**config.mk**
```make
export PLATFORM = sky130hd
export DESIGN_NAME = latch_bank_scan_reader
export DESIGN_NICKNAME = d
export VERILOG_FILES = /design/src/rtl/latch_bank_scan_reader_pkg.sv /design/src/rtl/latch_bank_scan_reader_piso.sv /design/src/rtl/latch_bank_scan_reader.sv
export SDC_FILE = /design/constraint.sdc
export NUM_CORES = 1
export LEC_CHECK = 0
export ABC_CLOCK_PERIOD_IN_PS = 2300
export CAP_MARGIN = 5
export CORE_MARGIN = 2
export CORE_UTILIZATION = 50
export CTS_BUF_LIST = sky130_fd_sc_hd__clkbuf_2
export DETAILED_ROUTE_END_ITERATION = 8
export GPL_TIMING_DRIVEN = 0
export PLACE_DENSITY = 0.82
export SETUP_SLACK_MARGIN = 0.05
export SYNTH_ARGS = -nofsm -noshare
export SYNTH_HDL_FRONTEND = slang
export SYNTH_SLANG_ARGS = --single-unit
```
**constraint.sdc**
```tcl
create_clock -name CLK -period 2.3 [get_ports CLK]
set_clock_uncertainty 0.15 [all_clocks]
set_input_delay 0.69 -clock CLK [delete_from_list [all_inputs] [get_ports CLK]]
set_output_delay 0.69 -clock CLK [all_outputs]
set_load 0.005 [all_outputs]
```
**src/rtl/latch_bank_scan_reader_pkg.sv**
```systemverilog
// Shared types for the latch bank scan reader.
// State encoding and latch-enable polarity.
package latch_bank_scan_reader_pkg;

    typedef enum logic [2:0] {
        ST_IDLE    = 3'd0,
        ST_FREEZE  = 3'd1,
        ST_CAPTURE = 3'd2,
        ST_SHIFT   = 3'd3,
        ST_DONE    = 3'd4
    } state_t;

    localparam logic LE_TRANSPARENT = 1'b1;
    localparam logic LE_HOLD        = 1'b0;

    function automatic logic bank_held(input state_t s);
        return (s == ST_FREEZE) || (s == ST_CAPTURE) || (s == ST_SHIFT);
    endfunction

endpackage

```
**src/rtl/latch_bank_scan_reader_piso.sv**
```systemverilog
// Parallel-load shift register with beat down-counter.
// Shifts toward the output end selected by LSB_FIRST.
module latch_bank_scan_reader_piso #(
    parameter int unsigned WIDTH     = 8,
    parameter bit          LSB_FIRST = 1'b1,
    parameter int unsigned CW        = 3
) (
    input  logic             clk,
    input  logic             rst_n,
    input  logic             load,
    input  logic             shift,
    input  logic [WIDTH-1:0] d,
    output logic             so,
    output logic             last
);

    logic [WIDTH-1:0] sreg;
    logic [CW-1:0]    cnt;

    always_ff @(posedge clk or negedge rst_n) begin
        if (!rst_n) begin
            sreg <= '0;
            cnt  <= '0;
        end else if (load) begin
            sreg <= d;
            cnt  <= CW'(WIDTH - 1);
        end else if (shift) begin
            sreg <= LSB_FIRST ? (sreg >> 1) : (sreg << 1);
            cnt  <= cnt - CW'(1);
        end
    end

    assign so   = LSB_FIRST ? sreg[0] : sreg[WIDTH-1];
    assign last = (cnt == '0);

endmodule

```
**src/rtl/latch_bank_scan_reader.sv**
```systemverilog
// Freezes a latch bank, captures its word and shifts it out
// serially over a valid/ready handshake.
module latch_bank_scan_reader
    import latch_bank_scan_reader_pkg::*;
#(
    parameter int unsigned WIDTH     = 8,
    parameter bit          LSB_FIRST = 1'b1
) (
    input  logic             CLK,
    input  logic             RN,
    input  logic             REQ,
    output logic             ACK,
    output logic             LE,
    input  logic [WIDTH-1:0] D,
    output logic             SO,
    output logic             SO_VALID,
    input  logic             SO_READY,
    output logic             SO_LAST,
    output logic             BUSY
);

    localparam int unsigned CW = (WIDTH > 1) ? $clog2(WIDTH) : 1;

    state_t state, state_nxt;
    logic   load, shift;
    logic   so_raw, last_raw;
    logic   le_q, ack_q;

    latch_bank_scan_reader_piso #(
        .WIDTH    (WIDTH),
        .LSB_FIRST(LSB_FIRST),
        .CW       (CW)
    ) u_piso (
        .clk  (CLK),
        .rst_n(RN),
        .load (load),
        .shift(shift),
        .d    (D),
        .so   (so_raw),
        .last (last_raw)
    );

    always_comb begin
        state_nxt = state;
        load      = 1'b0;
        shift     = 1'b0;
        unique case (state)
            ST_IDLE:    if (REQ) state_nxt = ST_FREEZE;
            ST_FREEZE:  state_nxt = ST_CAPTURE;
            ST_CAPTURE: begin
                load      = 1'b1;
                state_nxt = ST_SHIFT;
            end
            ST_SHIFT: begin
                if (SO_READY) begin
                    if (last_raw) state_nxt = ST_DONE;
                    else          shift     = 1'b1;
                end
            end
            ST_DONE:    state_nxt = ST_IDLE;
            default:    state_nxt = ST_IDLE;
        endcase
    end

    // LE and ACK are registered from the next state so they never glitch
    always_ff @(posedge CLK or negedge RN) begin
        if (!RN) begin
            state <= ST_IDLE;
            le_q  <= LE_TRANSPARENT;
            ack_q <= 1'b0;
        end else begin
            state <= state_nxt;
            le_q  <= bank_held(state_nxt) ? LE_HOLD : LE_TRANSPARENT;
            ack_q <= (state_nxt == ST_DONE);
        end
    end

    assign LE       = le_q;
    assign ACK      = ack_q;
    assign SO_VALID = (state == ST_SHIFT);
    assign SO       = so_raw & SO_VALID;
    assign SO_LAST  = last_raw & SO_VALID;
    assign BUSY     = (state != ST_IDLE);

endmodule

```
==> metrics.txt, run 1 <==
commonest non-fill, non-tap cells in the layout dfrtp_1, clkdlybuf4s50_1, inv_1; vias in the first global route around 650; Peak VDD IR 522.9 uV; first-pass GRT wire length ~2700 um; Async SR Flop Fraction 100.0%; Synth Cell Area about 760 um^2; Req. time, crit path between 1 and 1.5 ns; io pins 18; syn_area_per_cell about 11 um^2; # diodes 0; Worst-path clk slew 0.15 ns; Total GRT Usage about 19%; post-route minimum period ~2.2 ns; core region area 1471 um^2; Root Buffer clkbuf_2; initial core utilization a little over 50%; global route total overflow 0; Slew @ Worst Pin about 0.70 ns; Main synth FF type dfrtp_1; Logic pwr share between 40% and 50%; routed metal-1 wirelength around 700 um; metal2 WL just over 800 um; post-layout net count between 100 and 150; Via density ~5.4; Final setup viols 0; crit start category register; Ys Warns 0; final setup TNS 0 ns; Worst slew margin between 50% and 60%; LEAKAGE 0.4989 nW; top cells by area, synth dfrtp_1, a221oi_1, inv_1, nor2_1, dfstp_2; CP arrival between 1 and 1.5 ns; Iteration-0 DRC Markers 9; Cell Pwr Density between 1000 and 1500 nW/um^2; Internal Dissipation 693.0 uW; number of synthesized register bits 16; WHS Endpoint u_piso.sreg[7]; hold path start u_piso.sreg[7]; unrepaired setup endpoints after global routing no; Max-cap violations 0; Sink Count 16; most common cell after layout, fill and taps aside dfrtp_1; Hold Violations, Final 0; Post-DRT Antenna Nets 0; Synth Instances between 70 and 80; fmax between 400 and 500 MHz; placed inst area roughly 950 um^2; clk buf depth 2; WL met3 ~74 um; DRT Pass-1 Iters 4; clock share of power 11.6%; initial antenna violation count 0; DR vias approximately 640; post-route cell area ~1100 um^2; cell breakdown of the critical path nand3b_1 -> buf_4 -> nor2_1 -> clkdlybuf4s15_1; DRC errors left 0; Routed WL per cell 13.90 um; worst r2r src u_piso.cnt[0]; hold-critical path depth 1; area delta synth->final 38.61%; Die Ht between 40 and 50 um; clk_lat worst skew roughly 0.28 ns; Rows 14; r2r setup slk 0.43 ns; fill cell instance count of the final layout between 100 and 150; Final period util between 90 and 100%; Synth area leader dfrtp_1; Post-Syn Nets 86; TritonCTS clock tree built; Slew Limit Fails 0; Cell variety after synth 27; switch share a little over a third; final core utilization 71.43%; sequential area share after synthesis between 50% and 60%; Slowest-stage cell, CP dfrtp_1; Net Sw Power a little under 400 uW; largest net degree at the start of global routing 17; r2r endpoint u_piso.sreg[5]; Reg2Reg Depth 7; Critical Path Fanout Max 3; Worst Setup SP state[2]; Routed WL roughly 1600 um; crit-path max cell delay roughly 0.44 ns; Hold WC Path Type reg2reg; Port Buf Inserts 17; Die ar. approximately 1800 um^2; # hold bufs at CTS 0; CTS Buf Count 3; status complete, no violations; highest routed metal layer met4; CP Capture Type output port; Die X 42.94 um; number of synthesized flops with an enable pin 0; Synth top area share roughly half; Setup CP Type reg2out; HPWL Detailed roughly 1100 um; share of cells above drive strength 1 between 20% and 30%; Seq pwr share roughly 40%; total power approximately 1.1 mW; GPL Wtd Cong about 0.8; htree depth 1
==> power by group through the flow <==
stage | Combinational [mW] | Clock [mW] | Sequential [mW]
4_1_cts | 0.502 | 0.130 | 0.422
3_3_place_gp | 0.432 | 0 | 0.422
3_5_place_dp | 0.451 | 0 | 0.427
5_1_grt | 0.584 | 0.134 | 0.431
6_report | 0.534 | 0.125 | 0.424
2_1_floorplan | 0.305 | 0 | 0.419
==> synthesized netlist by cell type, drive strengths merged, types with 2 or more instances <==
library cell,count
nand2,2
nor2,11
inv,13
a22oi,2
dfrtp,15
o21ai,2
a21oi,3
buf,2
a221oi,6
ha,2
==> metrics by stage <==
step | hold slack (ns) | cells | setup WS, ns
2_1_floorplan | 0.2444 | 72 | 0.5075
3_3_place_gp | 0.3459 | 105 | 0.01276
3_5_place_dp | 0.3528 | 105 | -0.01176
4_1_cts | 0.3958 | 115 | 0.07341
5_1_grt | 0.4119 | 117 | 0.01684
6_report | 0.3952 | 117 | 0.1062
==> what timing repair did <==
action	4_1_cts	5_1_grt
resized for setup	15	1
setup buffers	6	2
pin swaps	1	0
setup endpoints to repair	4	1
==> critical path: cells and delay by family (launching register included) <==
family	cells	cell delay [ns]
flip-flops	1	0.44
buffers and inverters	2	0.37
AND/OR/NAND/NOR	2	0.27
==> per-layer routing <==
layer | vias up | GRT usage (%)
met4 | 0 | 9.091
met5 | - | 0
li1 | 314 | -
met2 | 15 | 34.55
met3 | 4 | 2.979
met1 | 302 | 22.65
==> cell type report <==
class	count	area, um^2	area share [%]
timing repair buffer	25	226.5	21.55
tap	16	20.02	1.905
multi-input combinational	41	311.5	29.64
buffer	2	22.52	2.143
clock buffer	3	15.01	1.429
inverter	13	48.80	4.643
clock inverter	1	3.754	0.3571
sequential	16	402.9	38.33
==> registers in the layout, summed over array words and instances, names as in the netlist <==
| register | count |
|---|---|
| ACK | 1 |
| LE | 1 |
| state | 3 |
| u_piso.cnt | 3 |
| u_piso.sreg | 8 |
==> cell families (layout without fill, tap and decap cells) <==
group           after synthesis  after routing  share of synthesized area [%]
fa+ha+maj                     2              2                          3.300
simple gates                 21             21                          14.36
flops                        16             16                          52.97
buf+inv                      15             44                          9.406
compound gates               18             18                          19.97
==> how the worst max path moves through the flow <==
stage / endpoint / slack [ns] / cells after the start
finish: SO / 0.11 / 4
global route: SO / 0.02 / 4
CTS: SO / 0.07 / 4
detailed placement: SO_LAST / -0.01 / 5
global placement: SO_LAST / 0.01 / 5
floorplan: SO_LAST / 0.51 / 4
Note: power is estimated with default switching activity, not from simulation.
==> inputs of run 2 (changes only) <==
ABC_CLOCK_PERIOD_IN_PS = not set   (was 2300)
GPL_ROUTABILITY_DRIVEN = 0   (was not set)
==> results of run 2 <==
No change in the layout: final DEF, timing and power equal those of run 1.
